$ cat src/rtl/nand_cpu_pkg.sv
`default_nettype none
// ============================================================================
// Module      : nand_cpu_pkg
// Description : Shared types and constants for the NAND CPU pipeline control.
// Revision    : 1.0 - initial release
// ============================================================================
package nand_cpu_pkg;

    localparam int         c_REG_W_DEFAULT = 3;
    localparam logic [1:0] c_DRAIN_CYCLES  = 2'd3;

    typedef enum logic [1:0] {
        ST_RUN      = 2'd0,
        ST_MEM_WAIT = 2'd1,
        ST_DRAIN    = 2'd2,
        ST_HALTED   = 2'd3
    } ctrl_state_e;

    typedef enum logic [1:0] {
        FWD_RF = 2'd0,
        FWD_E  = 2'd1,
        FWD_M  = 2'd2
    } fwd_sel_e;

    // The younger (E) producer always wins over the older (M) one.
    function automatic fwd_sel_e fwd_pick(input logic e_hit, input logic m_hit);
        if (e_hit) begin
            return FWD_E;
        end
        if (m_hit) begin
            return FWD_M;
        end
        return FWD_RF;
    endfunction

endpackage
`default_nettype wire

$ cat src/rtl/pipeline_hazard_detect.sv
`default_nettype none
// ============================================================================
// Module      : pipeline_hazard_detect
// Description : Combinational load-use detection and operand forward select.
// Revision    : 1.0 - initial release
// ============================================================================
module pipeline_hazard_detect
    import nand_cpu_pkg::*;
#(
    parameter int REG_W = c_REG_W_DEFAULT
) (
    input  logic             d_rs_valid,
    input  logic [REG_W-1:0] d_rs,
    input  logic             d_rt_valid,
    input  logic [REG_W-1:0] d_rt,
    input  logic             e_rd_valid,
    input  logic [REG_W-1:0] e_rd,
    input  logic             e_is_load,
    input  logic             m_rd_valid,
    input  logic [REG_W-1:0] m_rd,
    output logic             load_use,
    output logic [1:0]       fwd_a,
    output logic [1:0]       fwd_b
);

    logic w_e_alu;
    logic w_e_load;

    // A load result is not available in E, so it can never be forwarded from there.
    assign w_e_alu  = e_rd_valid && !e_is_load;
    assign w_e_load = e_rd_valid &&  e_is_load;

    assign load_use = w_e_load && ((d_rs_valid && (d_rs == e_rd)) ||
                                   (d_rt_valid && (d_rt == e_rd)));

    assign fwd_a = fwd_pick(w_e_alu && (e_rd == d_rs), m_rd_valid && (m_rd == d_rs));
    assign fwd_b = fwd_pick(w_e_alu && (e_rd == d_rt), m_rd_valid && (m_rd == d_rt));

endmodule
`default_nettype wire

$ cat src/rtl/pipeline_ctrl.sv
`default_nettype none
// ============================================================================
// Module      : pipeline_ctrl
// Description : Pipeline stall/flush sequencer with memory-wait, drain and halt.
// Revision    : 1.0 - initial release
// ============================================================================
module pipeline_ctrl
    import nand_cpu_pkg::*;
#(
    parameter int REG_W       = c_REG_W_DEFAULT,
    parameter int MEM_TIMEOUT = 255
) (
    input  logic             clk,
    input  logic             rst,
    input  logic             d_rs_valid,
    input  logic [REG_W-1:0] d_rs,
    input  logic             d_rt_valid,
    input  logic [REG_W-1:0] d_rt,
    input  logic             e_rd_valid,
    input  logic [REG_W-1:0] e_rd,
    input  logic             e_is_load,
    input  logic             m_rd_valid,
    input  logic [REG_W-1:0] m_rd,
    input  logic             e_branch_taken,
    input  logic             d_halt,
    input  logic             mem_req,
    input  logic             mem_ready,
    output logic             pc_stall,
    output logic             i2d_stall,
    output logic             i2d_flush,
    output logic             d2e_stall,
    output logic             d2e_flush,
    output logic             e2m_stall,
    output logic             m2w_bubble,
    output logic [1:0]       fwd_a,
    output logic [1:0]       fwd_b,
    output logic             halted,
    output logic             mem_error,
    output logic [15:0]      stall_cycles
);

    localparam int                  c_WAIT_W    = (MEM_TIMEOUT < 2) ? 1 : $clog2(MEM_TIMEOUT);
    localparam logic [c_WAIT_W-1:0] c_WAIT_LAST = c_WAIT_W'(MEM_TIMEOUT - 1);

    ctrl_state_e         r_state;
    logic [c_WAIT_W-1:0] r_wait_cnt;
    logic [1:0]          r_drain_cnt;
    logic                r_halted;
    logic                r_mem_error;
    logic [15:0]         r_stall_cycles;

    logic       w_load_use;
    logic [1:0] w_fwd_a;
    logic [1:0] w_fwd_b;
    logic       w_live, w_mem_busy, w_mem_stall, w_branch, w_load_stall, w_halt_go;
    logic       w_pc_stall, w_i2d_stall, w_i2d_flush, w_d2e_stall, w_d2e_flush;
    logic       w_e2m_stall, w_m2w_bubble;

    pipeline_hazard_detect #(
        .REG_W (REG_W)
    ) u_hazard (
        .d_rs_valid (d_rs_valid),
        .d_rs       (d_rs),
        .d_rt_valid (d_rt_valid),
        .d_rt       (d_rt),
        .e_rd_valid (e_rd_valid),
        .e_rd       (e_rd),
        .e_is_load  (e_is_load),
        .m_rd_valid (m_rd_valid),
        .m_rd       (m_rd),
        .load_use   (w_load_use),
        .fwd_a      (w_fwd_a),
        .fwd_b      (w_fwd_b)
    );

    // MEM_WAIT with the memory ready behaves exactly like RUN.
    assign w_live       = (r_state == ST_RUN) || (r_state == ST_MEM_WAIT);
    assign w_mem_busy   = mem_req && !mem_ready;
    assign w_mem_stall  = w_live && w_mem_busy;
    assign w_branch     = e_branch_taken && !w_mem_busy && (w_live || (r_state == ST_DRAIN));
    assign w_load_stall = w_live && !w_mem_busy && !e_branch_taken && w_load_use;
    assign w_halt_go    = w_live && !w_mem_busy && !e_branch_taken && !w_load_use && d_halt;

    always_comb begin
        w_pc_stall   = 1'b0;
        w_i2d_stall  = 1'b0;
        w_i2d_flush  = 1'b0;
        w_d2e_stall  = 1'b0;
        w_d2e_flush  = 1'b0;
        w_e2m_stall  = 1'b0;
        w_m2w_bubble = 1'b0;
        if (!rst) begin
            case (r_state)
                ST_HALTED: begin
                    w_pc_stall   = 1'b1;
                    w_i2d_stall  = 1'b1;
                    w_d2e_stall  = 1'b1;
                    w_e2m_stall  = 1'b1;
                    w_m2w_bubble = 1'b1;
                end
                ST_DRAIN: begin
                    w_pc_stall  = !w_branch;
                    w_i2d_flush = 1'b1;
                    w_d2e_flush = w_branch;
                    // Older instructions still in flight must not advance past a busy memory.
                    w_d2e_stall  = w_mem_busy;
                    w_e2m_stall  = w_mem_busy;
                    w_m2w_bubble = w_mem_busy;
                end
                default: begin
                    if (w_mem_stall) begin
                        w_pc_stall   = 1'b1;
                        w_i2d_stall  = 1'b1;
                        w_d2e_stall  = 1'b1;
                        w_e2m_stall  = 1'b1;
                        w_m2w_bubble = 1'b1;
                    end else if (w_branch) begin
                        w_i2d_flush = 1'b1;
                        w_d2e_flush = 1'b1;
                    end else if (w_load_stall) begin
                        w_pc_stall  = 1'b1;
                        w_i2d_stall = 1'b1;
                        w_d2e_flush = 1'b1;
                    end
                end
            endcase
        end
    end

    always_ff @(posedge clk or posedge rst) begin
        if (rst) begin
            r_state        <= ST_RUN;
            r_wait_cnt     <= '0;
            r_drain_cnt    <= '0;
            r_halted       <= 1'b0;
            r_mem_error    <= 1'b0;
            r_stall_cycles <= '0;
        end else begin
            if (w_pc_stall && (r_state != ST_HALTED) && (r_stall_cycles != 16'hFFFF)) begin
                r_stall_cycles <= r_stall_cycles + 16'd1;
            end
            case (r_state)
                ST_RUN, ST_MEM_WAIT: begin
                    if (w_mem_stall) begin
                        if (r_wait_cnt == c_WAIT_LAST) begin
                            r_state     <= ST_HALTED;
                            r_wait_cnt  <= '0;
                            r_mem_error <= 1'b1;
                            r_halted    <= 1'b1;
                        end else begin
                            r_state    <= ST_MEM_WAIT;
                            r_wait_cnt <= r_wait_cnt + c_WAIT_W'(1);
                        end
                    end else begin
                        r_wait_cnt <= '0;
                        if (w_halt_go) begin
                            r_state     <= ST_DRAIN;
                            r_drain_cnt <= c_DRAIN_CYCLES;
                        end else begin
                            r_state <= ST_RUN;
                        end
                    end
                end
                ST_DRAIN: begin
                    if (w_branch) begin
                        r_state     <= ST_RUN;
                        r_drain_cnt <= '0;
                    end else if (!w_mem_busy) begin
                        if (r_drain_cnt == 2'd1) begin
                            r_state     <= ST_HALTED;
                            r_drain_cnt <= '0;
                            r_halted    <= 1'b1;
                        end else begin
                            r_drain_cnt <= r_drain_cnt - 2'd1;
                        end
                    end
                end
                ST_HALTED: begin
                    r_state <= ST_HALTED;
                end
                default: begin
                    r_state <= ST_RUN;
                end
            endcase
        end
    end

    assign pc_stall     = w_pc_stall;
    assign i2d_stall    = w_i2d_stall;
    assign i2d_flush    = w_i2d_flush;
    assign d2e_stall    = w_d2e_stall;
    assign d2e_flush    = w_d2e_flush;
    assign e2m_stall    = w_e2m_stall;
    assign m2w_bubble   = w_m2w_bubble;
    assign fwd_a        = rst ? 2'd0 : w_fwd_a;
    assign fwd_b        = rst ? 2'd0 : w_fwd_b;
    assign halted       = r_halted;
    assign mem_error    = r_mem_error;
    assign stall_cycles = r_stall_cycles;

endmodule
`default_nettype wire

$ cat config.mk
export PLATFORM = sky130hd
export DESIGN_NAME = pipeline_ctrl
export DESIGN_NICKNAME = d
export VERILOG_FILES = /design/src/rtl/nand_cpu_pkg.sv /design/src/rtl/pipeline_hazard_detect.sv /design/src/rtl/pipeline_ctrl.sv
export SDC_FILE = /design/constraint.sdc
export NUM_CORES = 1
export LEC_CHECK = 0
export CAP_MARGIN = 20
export CORE_MARGIN = 10
export CORE_UTILIZATION = 33
export CTS_BUF_LIST = sky130_fd_sc_hd__clkbuf_2
export DETAILED_ROUTE_END_ITERATION = 10
export PLACE_DENSITY = 0.57
export SYNTH_ARGS = -nofsm -noshare
export SYNTH_HDL_FRONTEND = slang
export SYNTH_SLANG_ARGS = --single-unit
export TNS_END_PERCENT = 100
$ cat constraint.sdc
create_clock -name clk -period 3.19 [get_ports clk]
set_clock_uncertainty 0.1 [all_clocks]
set_input_delay 0.4785 -clock clk [delete_from_list [all_inputs] [get_ports clk]]
set_output_delay 0.4785 -clock clk [all_outputs]
set_load 0.01 [all_outputs]
* Word level (Yosys, flattened, before mapping)
Cells that the tools add are included.
Word-level totals: bits of input ports 23, memories kept 0, latch bits 0, bits in read-only memories 0, memory bits (writable) 0, output and inout bits 29, register bits 30
Operators by class: bitwise gates (word level) 0, magnitude comparators 0, shifts and indexed selects 0, $add $sub $neg 3, multipliers 0, divide/modulo/power cells 0, multiplexer cells 55, eq/ne operators 22, reductions and logical operators 36
Operators with widths (count):
- $mux 2 | 21
- $mux 1 | 24
- $logic_and 1x1->1 | 20
- $eq 3x3->1 | 6
- $add 16x1->16 const B | 1
- $mux 8 | 2
- $ne 16x16->1 const B | 1
- $ne 2x2->1 const B | 7
- $pmux 1 s2 | 6
- $add 8x1->8 const B | 1
- $eq 8x8->1 const B | 1
- $logic_not 1->1 | 6
- $pmux 2 s3 | 1
- $reduce_and 6->1 | 1
- $eq 2x1->1 const B | 2
- $eq 2x2->1 const B | 2
- $pmux 2 s2 | 1
- $reduce_and 4->1 | 1
- $logic_or 1x1->1 | 3
- $ne 3x2->1 const B | 1
- $ne 3x3->1 const B | 1
- $reduce_and 3->1 | 1
- $logic_not 2->1 | 1
- $ne 2x1->1 const B | 1
- other kinds (4) | 4

* Depth between registers and ports, before layout
depth after elaboration 13, gate-level depth with buffers 9, gate-level depth less buffers 8

* By module
From an unflattened synthesis, not the netlist that was laid out.
Second synthesis, totals: cell total of the unflattened synthesis 202, area total of the unflattened synthesis 1896.8 µm²
Modules (own cells, without submodules):
- pipeline_ctrl | instances 1, sequential area each 750.7 µm², cells an instance 177, area an instance 1716.6 µm²
- pipeline_hazard_detect | instances 1, sequential area each 0.0 µm², cells an instance 25, area an instance 180.2 µm²

* Least setup slack after synthesis
No wires, ideal clock.
path type reg-to-reg, from register r_stall_cycles[0] (netlist: stall_cycles[0]), to register r_stall_cycles[3] (netlist: stall_cycles[3]), stages on the path, launching flop included 10, path slack 0.899 ns, path buffers 2, data arrival time 2.111 ns, library setup time 0.080 ns, cell sequence dfrtp_1 > ha_1 > clkbuf_1 > nand3_1 > or4_1 > and2_0 > a22o_1 > buf_6 > nand4_1 > xnor2_1
On the way: longest elaborated chain between the ends 2, elaborated cells on any way between the ends 3, classes of those cells 1 x add/sub; 1 x eq/ne; 1 x reduce/logical
RTL lines:
- start, declared | line pipeline_ctrl.sv:50 | logic [15:0] r_stall_cycles;
- start signal, assigned | line pipeline_ctrl.sv:140 | r_stall_cycles <= r_stall_cycles + 16'd1;
- parallel branches: the longest is 2 deep, another holds $add 16x1->16
Parallel ways; which one is timed is not known. A chain may end at the register's enable or synchronous reset.

* Worst setup path in the final report
from input e_rd[2], to output pc_stall
On the way: longest elaborated chain between the ends 10, elaborated cells on any way between the ends 12, classes of those cells 2 x eq/ne; 5 x mux; 5 x reduce/logical
RTL lines:
- start, declared | line pipeline_ctrl.sv:20 | input logic [REG_W-1:0] e_rd,
- $eq 3x3->1, on equally long branches | line pipeline_hazard_detect.sv:33, pipeline_hazard_detect.sv:34
- $logic_and 1x1->1, on equally long branches | line pipeline_hazard_detect.sv:33, pipeline_hazard_detect.sv:34
- $logic_or 1x1->1 (*) | line pipeline_hazard_detect.sv:33 | assign load_use = w_e_load && ((d_rs_valid && (d_rs == e_rd)) ||
- $logic_and 1x1->1 (*) | line pipeline_hazard_detect.sv:33
- $logic_and 1x1->1 (*) | line pipeline_ctrl.sv:81 | assign w_load_stall = w_live && !w_mem_busy && !e_branch_taken && w_load_use;
- $mux 1 (*) | line pipeline_ctrl.sv:120 | end else if (w_load_stall) begin
- $mux 1 (*) | line pipeline_ctrl.sv:117 | end else if (w_branch) begin
- $mux 1 (*) | line pipeline_ctrl.sv:111 | if (w_mem_stall) begin
- $pmux 1 s2 (*) | line pipeline_ctrl.sv:93 | case (r_state)
- $mux 1 (*) | line pipeline_ctrl.sv:92 | if (!rst) begin
- end, declared | line pipeline_ctrl.sv:28 | output logic pc_stall,
Mark *: on every way between the ends. The rest lies on a longest branch, timed or not.

==> run_results.csv <==
group,metric,value,unit
sta,slew_violations,0,
hold_path,hp-start,"mem_error",
global_route,grt_pass1_wl,7660,µm
final_layout,regArea,751,µm²
synth,yosys_warnings,0,
outcome,status,"complete, no violations",
placed_design,portBuffers,51,
clock_network,clockBufferDepth,2,
sta,fin_crit_sh,94.3,%
synth,ys_ff_latch,30,
critical_path,path_cells,"clkdlybuf4s50_1 > xor2_1 > nor3_2 > a22o_1 > a21boi_0 > nor3_1 > clkdlybuf4s50_1",
drt,via_per_inst,4.96,
synth,synth_area,1790,µm²
clock_network,clock-sinks,30,
critical_path,crit_slowest_cell,"clkdlybuf4s50_1",
job,cap_violations,0,
synth,synth_top_area_share,41.9,%
pwr,finalPower,1.27,mW
synth,synth_area_leaders,"dfrtp_1 (42%), xnor2_1 (8.3%), xor2_1 (5.9%)",
critical_path,rr_endpoint,"stall_cycles[1]",
synth,synth_largest_area_cell,"dfrtp_1",
critical_path,r2r-start,"stall_cycles[1]",
critical_path,crit_buf_inv,2,
drt,totalWireLength,4740,µm
hold_path,hold_end,"mem_error",
pwr,p_per_area,518,nW/µm²
pwr,ir_worst_vdd,217,µV
critical_path,worst-setup-path-type,"primary input to output pin",
pwr,leakage,1.02,nW
global_route,grt_usage,10.9,%
floorplanning,io_pins,52,
critical_path,cp_max_fo,3,
floorplanning,fp.dieW,93.7,µm
drt,drt_drc_violations_left,0,
drt,wl_per_cell,14.4,µm
floorplanning,fp.dieH,93.7,µm
clock_network,insertion_delay,360,ps
drt,dr.pass1.iters,4,
critical_path,crit_path_max_incr_delay,590,ps
global_route,antenna_found_initial,0,
global_route,grt_pass1_vias,1626,
sta,relSlewSlack,62.9,%
placed_design,place_congestion,0.794,
synth,avgSynthCellArea,8.95,µm²
floorplanning,initial_core_util,34.6,%
final_layout,final_layout_size_suffix_gt1_share,6.95,%
clock_network,cts_hold_buf,0,
clock_network,root_buffer,"clkbuf_2",
clock_network,cts_buffers,5,
clock_network,tritoncts,"built",
final_layout,nNetsFinal,285,
final_layout,multi_input_area,986,µm²
synth,ys_types,35,
critical_path,critical_path.most_common_cell,"clkdlybuf4s50_1",
floorplanning,rows,26,
sta,clock.fmax,333,MHz
placed_design,dp_hpwl,3740,µm
critical_path,crit_required,2610,ps
final_layout,area_growth,37.0,%
critical_path,reg2reg_setup_slack,600,ps
sta,setup_viol,0,
critical_path,crit_path_end_kind,"output pin",
drt,initialDrtViolationCount,82,
critical_path,arrival,2430,ps
synth,synth_fp_nets,227,
global_route,overflow,0,
final_layout,fillers,502,
critical_path,worstRegToRegCells,6,
hold_path,holdPathStages,1,
sta,tightest_slew,552,ps
floorplanning,core,5170,µm²
sta,finalSetupTns,0,ps
global_route,grt_max_degree,22,
sta,hold_violations,0,
clock_network,path_clk_slew,150,ps
clock_network,htreeDepth,2,
final_layout,antenna_cells,0,
critical_path,start_kind,"primary input",
hold_path,hp-class,"register to register",
sta,rsz0062_at_grt,"no",
drt,ant_nets,0,
critical_path,cp_top_family,"buffers and inverters",
synth,synthCells,200,
floorplanning,die_area,8770,µm²
drt,via_count,1631,
final_layout,post-route-cell-area,2450,µm²
placed_design,dpl_cell_area,2390,µm²
sta,fin_crit,3010,ps
synth,synth_seq_area_share,41.9,%
## synthesized netlist by cell type
cell type	instances
a21boi_0	1
a21o_1	1
a21oi_1	8
a221oi_1	1
a22o_1	2
a31oi_1	2
and2_0	1
and2_1	1
and3_1	8
buf_4	2
buf_6	1
clkbuf_1	4
dfrtp_1	30
ha_1	4
inv_1	6
mux2_2	1
mux2i_1	1
nand2_1	18
nand2b_1	3
nand3_1	7
nand4_1	15
nor2_1	18
nor2b_1	5
nor3_1	6
nor4_1	2
nor4b_1	1
o211ai_1	1
o21ai_0	14
o31ai_1	3
o41ai_1	1
or2_2	1
or3_1	1
or4_1	1
xnor2_1	17
xor2_1	12
## per-layer routing
metal / vias to the layer above / share of wire (%) / track usage (%)
met4: 0 / 2.4 / 4.94
li1: 822 / - / -
met5: - / 0 / 0
met3: 9 / 9.1 / 5.36
met2: 47 / 45 / 16.7
met1: 753 / 44 / 12.6
## how the worst max path moves through the flow
stage / start / endpoint / cells after the start
2_1_floorplan: stall_cycles[0] / stall_cycles[3] / 9
3_3_place_gp: e_rd[1] / d2e_flush / 8
3_5_place_dp: e_rd[0] / d2e_flush / 8
4_1_cts: e_rd[0] / d2e_flush / 8
5_1_grt: e_rd[2] / pc_stall / 7
6_report: e_rd[2] / pc_stall / 7
## cells in the final DEF, fill, tap and decap left out, types with 2 or more instances in the layout
master / instances
buf_4: 7
nand4_1: 15
a31oi_1: 2
nor3_1: 4
nor2b_1: 5
nor2_1: 18
nand2b_1: 3
nor4_1: 2
and3_1: 8
nand2_1: 18
a21oi_1: 8
o21ai_0: 14
xnor2_1: 17
a22o_1: 2
xor2_1: 12
nor3_2: 2
dfrtp_1: 30
o31ai_1: 3
clkbuf_2: 5
clkdlybuf4s50_1: 50
ha_1: 4
nand3_1: 7
inv_1: 6
## registers in the layout, summed over array words and instances, names as in the netlist
name and count:
halted 1, r_state 2, mem_error 1, stall_cycles 16, r_drain_cnt 2, r_wait_cnt 8
## kinds of logic after synthesis
group           Yosys count  synth area share (%)
simple gates             88                  25.0
compound gates           34                  11.3
flops                    30                  41.9
xor+xnor                 29                  14.2
buf+inv                  13                  3.56
fa+ha+maj                 4                  2.80
mux                       2                  1.19
## worst register-to-register path, delay by kind of cell (launching register included)
| family | cells | cell delay, ps |
|---|---|---|
| multiplexers | 1 | 340 |
| AND/OR/NAND/NOR | 3 | 750 |
| adder cells (fa/ha/maj) | 1 | 440 |
| flip-flops | 1 | 540 |
| AO/OA/AOI/OAI | 1 | 350 |
## report_power, final
group / internal [mW] / switching (mW)
Sequential: 0.454 / 0.111
Clock: 0.0499 / 0.138
Combinational: 0.262 / 0.255
## metrics by stage
| stage | utilization, % | cells | hold slack (ps) | setup slack, ps |
|---|---|---|---|---|
| 2_1_floorplan | - | 200 | 350 | 899 |
| 6_report | 47.4 | 329 | 384 | 183 |
| 5_1_grt | 47.4 | 329 | 419 | 66.2 |
| 4_1_cts | 47.0 | 328 | 395 | 30.8 |
| 3_5_place_dp | 46.3 | 320 | 359 | 30.8 |
| 3_3_place_gp | 46.3 | 320 | 361 | 63.6 |
## what timing repair did
item | CTS | global route
resized for setup | 0 | 3
endpoints found under the setup margin | 0 | 3
buffers inserted | 0 | 1
## final cells by class
class	count	area share (%)
repair buffers	58	23.0
multi-input cells	157	40.2
clock buffers	5	1.02
well taps	70	3.57
inverters	6	0.918
flip-flops and latches	30	30.6
clock inverters	3	0.663
No activity file was read; power rests on OpenSTA's default activity.
==> patch 1 (config.mk and constraints unchanged) <==
Encoding of `ctrl_state_e`: now one-hot (4 bits for 4 states).
--- a/src/rtl/nand_cpu_pkg.sv
+++ b/src/rtl/nand_cpu_pkg.sv
@@ -10,9 +10,9 @@
     localparam logic [1:0] c_DRAIN_CYCLES  = 2'd3;
 
-    typedef enum logic [1:0] {
-        ST_RUN      = 2'd0,
-        ST_MEM_WAIT = 2'd1,
-        ST_DRAIN    = 2'd2,
-        ST_HALTED   = 2'd3
+    typedef enum logic [3:0] {
+        ST_RUN      = 4'b0001,
+        ST_MEM_WAIT = 4'b0010,
+        ST_DRAIN    = 4'b0100,
+        ST_HALTED   = 4'b1000
     } ctrl_state_e;
 
Formal check against the unedited RTL: same outputs for any inputs over 10 cycles, from zero or initial values and one cycle with rst high; not proved beyond that.
==> patch 1 against the original RTL <==
Final area up 8.0%. Synthesized area up 8.3%. Critical path depth down 1. Fmax up 1.6%. Sequential share of layout area down 0.29 points. Routed wire length up 8.1%. Via count up 9.3%. Power down 0.33%. Setup slack better by 0.048 ns. Sequential cell count up 2. Sequential power down 3%.
==> patch 1: results (changes against the original RTL) <==
Syn nets: 234 (was 227)
Net Switching: 480.7 uW (was 504.0 uW)
Slowest cell on crit path: dfstp_2 (was clkdlybuf4s50_1)
Routability cong.: 0.8528 (was 0.7936)
Fin nets: 295 (was 285)
CP max FO: 5 (was 3)
Initial DRC Count: 139 (was 82)
Largest cells by area after synthesis: dfrtp_1 40%, xnor2_1 11%, nand2_1 4.3% (was dfrtp_1 42%, xnor2_1 8.3%, xor2_1 5.9%)
Post-Synth Adder-Cell Area: 2.581% (was 2.795%)
Vias per std cell: 5.226 (was 4.957)
Pleak: 1.109 nW (was 1.015 nW)
Final HPWL DP: 4043 um (was 3743 um)
Mux cell area share after synthesis: 1.742% (was 1.188%)
Post-place setup slack: 0.05823 ns (was 0.03078 ns)
Status: completed (unchanged)
Filler Cell Count: 583 (was 502)
Synth Area in Compound Gates: 13.94% (was 11.32%)
Slew headroom: 59.91% (was 62.86%)
Global-route wire length before repair: 8728 um (was 7659 um)
Largest net degree at the start of global routing: 16 (was 22)
Synth Area in XOR/XNOR: 11.74% (was 14.19%)
Maximum vdd drop: 0.0002323 V (was 0.0002167 V)
Clock Latency Late Sink: 0.37 ns
Distinct cells, synth: 45 (was 35)
Top cells by count, synth: 31 x dfrtp_1, 25 x xnor2_1, 22 x nand2_1 (was 30 x dfrtp_1, 18 x nand2_1, 18 x nor2_1)
Via count: 1782 (was 1631)
Share of cells above drive strength 1: 12.64% (was 6.950%)
Mapped Cells: 207 (was 200)
==> patch 1: cell types whose count changed after synthesis, sizes merged, moves of 4 or more <==
cell and delta:
nand4 -4, nor2 -5, xor2 -11, xnor2 +8, nand3 +5, nand2 +4
==> patch 1: layout make-up <==
cell class,instances,area share (%)
clock buffer,7,1.322
timing repair buffer,60,22.19
clock inverter,1,0.1889
inverter,5,0.7082
sequential,32,30.31
tap,72,3.399
multi-input combinational,164,41.88
==> patch 1: worst paths after layout <==
path / cells after the start / startpoint / end / slack (ns)
setup reg to reg: 5 / r_state[0] / stall_cycles[1] / 0.96
hold reg to reg: 1 / r_wait_cnt[7] / r_wait_cnt[7] / 0.40
setup / recovery: 6 / r_state[0] / e2m_stall / 0.23
min in group asynchronous: 2 / rst / r_drain_cnt[1] / 0.66
hold / removal: 1 / r_wait_cnt[7] / r_wait_cnt[7] / 0.40
max in group asynchronous: 3 / rst / stall_cycles[5] / 1.72
==> patch 1: repair_timing <==
item	CTS	global route
setup endpoints to repair	0	6
setup buffers	0	1
gates resized for setup	0	10
==> patch 1: layer usage <==
metal / up-vias / global-route usage [%] / wire length (um)
li1: 879 / - / -
met1: 836 / 15.19 / 2553
met2: 62 / 15.44 / 2153
met3: 5 / 3.974 / 327
met4: 0 / 4.510 / 83
met5: - / 0 / 0
==> patch 1: power groups by stage <==
stage	Sequential (mW)	Clock (mW)	Combinational, mW
2_1_floorplan	0.556	0	0.295
3_3_place_gp	0.558	0	0.499
3_5_place_dp	0.560	0	0.500
5_1_grt	0.564	0.230	0.585
4_1_cts	0.552	0.206	0.504
6_report	0.550	0.196	0.519
==> patch 2 (same settings) <==
Without the edit above. The parameter `MEM_TIMEOUT` goes from 255 to 510.
--- a/src/rtl/pipeline_ctrl.sv
+++ b/src/rtl/pipeline_ctrl.sv
@@ -9,5 +9,5 @@
 #(
     parameter int REG_W       = c_REG_W_DEFAULT,
-    parameter int MEM_TIMEOUT = 255
+    parameter int MEM_TIMEOUT = 510
 ) (
     input  logic             clk,
Function: same outputs for any inputs over 10 cycles, from zero or initial values and one cycle with rst high; that may be too few to reach the edited logic, so the function may still have changed.
==> patch 2 against the original RTL <==
Power decreased by 4.3%. Synthesized cell count increased by 3.0%. Routed wire length increased by 2.4%. Final area increased by 5.0%. Setup slack got worse by 0.071 ns. Via count increased by 1.7%. Sequential cell count increased by 1. Synthesized area increased by 4.9%.
==> patch 2: results (changes against the original RTL) <==
Net Switching: 453.3 uW (was 504.0 uW)
Vias per std cell: 4.851 (was 4.957)
Gr usage total: 10.90% (was 10.91%)
Met3 global-route usage: 3.614% (was 5.356%)
Post-place setup slack: -0.2381 ns (was 0.03078 ns)
Wl on met1: 2321 um (was 2066 um)
Top cells by count, synth: 31 x dfrtp_1, 19 x xor2_1, 18 x o21ai_0 (was 30 x dfrtp_1, 18 x nand2_1, 18 x nor2_1)
Multi-input gate count: 159 (was 157)
Share of cells above drive strength 1: 10.37% (was 6.950%)
Sequential cell power: 567 uW (was 565 uW)
GR Layer Usage met1: 13.57% (was 12.56%)
Avg WL per Cell: 14.18 um (was 14.40 um)
Mux cell area share after synthesis: 1.133% (was 1.188%)
Filler Cell Count: 550 (was 502)
Signal buf overhead: 23.20% (was 23.05%)
Syn_area_per_cell: 9.117 sq um (was 8.952 sq um)
Largest cells by area after synthesis: dfrtp_1 41%, xor2_1 8.9%, o21ai_0 4.8% (was dfrtp_1 42%, xnor2_1 8.3%, xor2_1 5.9%)
Status: completed (unchanged)
Fin nets: 296 (was 285)
Logic inverters: 9 (was 6)
Met2 GRT Util: 17.05% (was 16.71%)
Drt total wl: 4851 um (was 4737 um)
Synth Area in XOR/XNOR: 13.52% (was 14.19%)
Global-route wire length before repair: 7997 um (was 7659 um)
Clock Buffer Count: 6 (was 5)
Post-Synth Adder-Cell Area: 2.665% (was 2.795%)
Clock buf/inv share: 1.456% (was 1.683%)
Flops & latches, synth: 31 (was 30)
Row cnt: 27 (was 26)
Non-clock buffer count: 63 (was 58)
Met3 wire len: 381 um (was 432 um)
Post-route cell area: 2577 sq um (was 2454 sq um)
Placed cell areas: 2512 sq um (was 2392 sq um)
Register-to-Register Setup Slack: 0.94 ns (was 0.60 ns)
Final HPWL DP: 3662 um (was 3743 um)
CP max FO: 2 (was 3)
PostCTS Resize Cnt: 6 (was 0)
Slew headroom: 56.53% (was 62.86%)
Inst Count DP: 332 (was 320)
Sequential share of the synthesized area: 41.31% (was 41.93%)
Routability cong.: 0.8270 (was 0.7936)
Pleak: 1.084 nW (was 1.015 nW)
Syn nets: 233 (was 227)
==> patch 2: cell count changes after synthesis, moves of 2 or more <==
| cell | change |
|---|---|
| nor3_2 | +3 |
| nand3_1 | +3 |
| o21ai_0 | +4 |
| a22o_1 | -2 |
| nor3_1 | +4 |
| and3_1 | -3 |
| xnor2_1 | -7 |
| xor2_1 | +7 |
| nor2_1 | -2 |
| nand4_1 | -7 |
| inv_1 | +3 |
==> patch 2: path summary, 6_finish.rpt <==
path | from | to | cells after the start
worst max-delay path | e_rd[1] | i2d_stall | 6
worst min-delay path | mem_error | mem_error | 1
worst max register to register | r_state[1] | stall_cycles[1] | 5
worst min register to register | mem_error | mem_error | 1
max in group asynchronous | rst | stall_cycles[4] | 3
min in group asynchronous | rst | r_state[1] | 3
==> patch 2: cells by family (layout without fill, tap and decap cells) <==
group                      after synthesis  in the layout
AOI/OAI and AO/OA                       38             38
xor gates and xnor gates                29             29
and+or+nand+nor                         86             86
DFF                                     31             31
buffers and inverters                   16             80
adders and majority gates                4              4
muxes                                    2              2
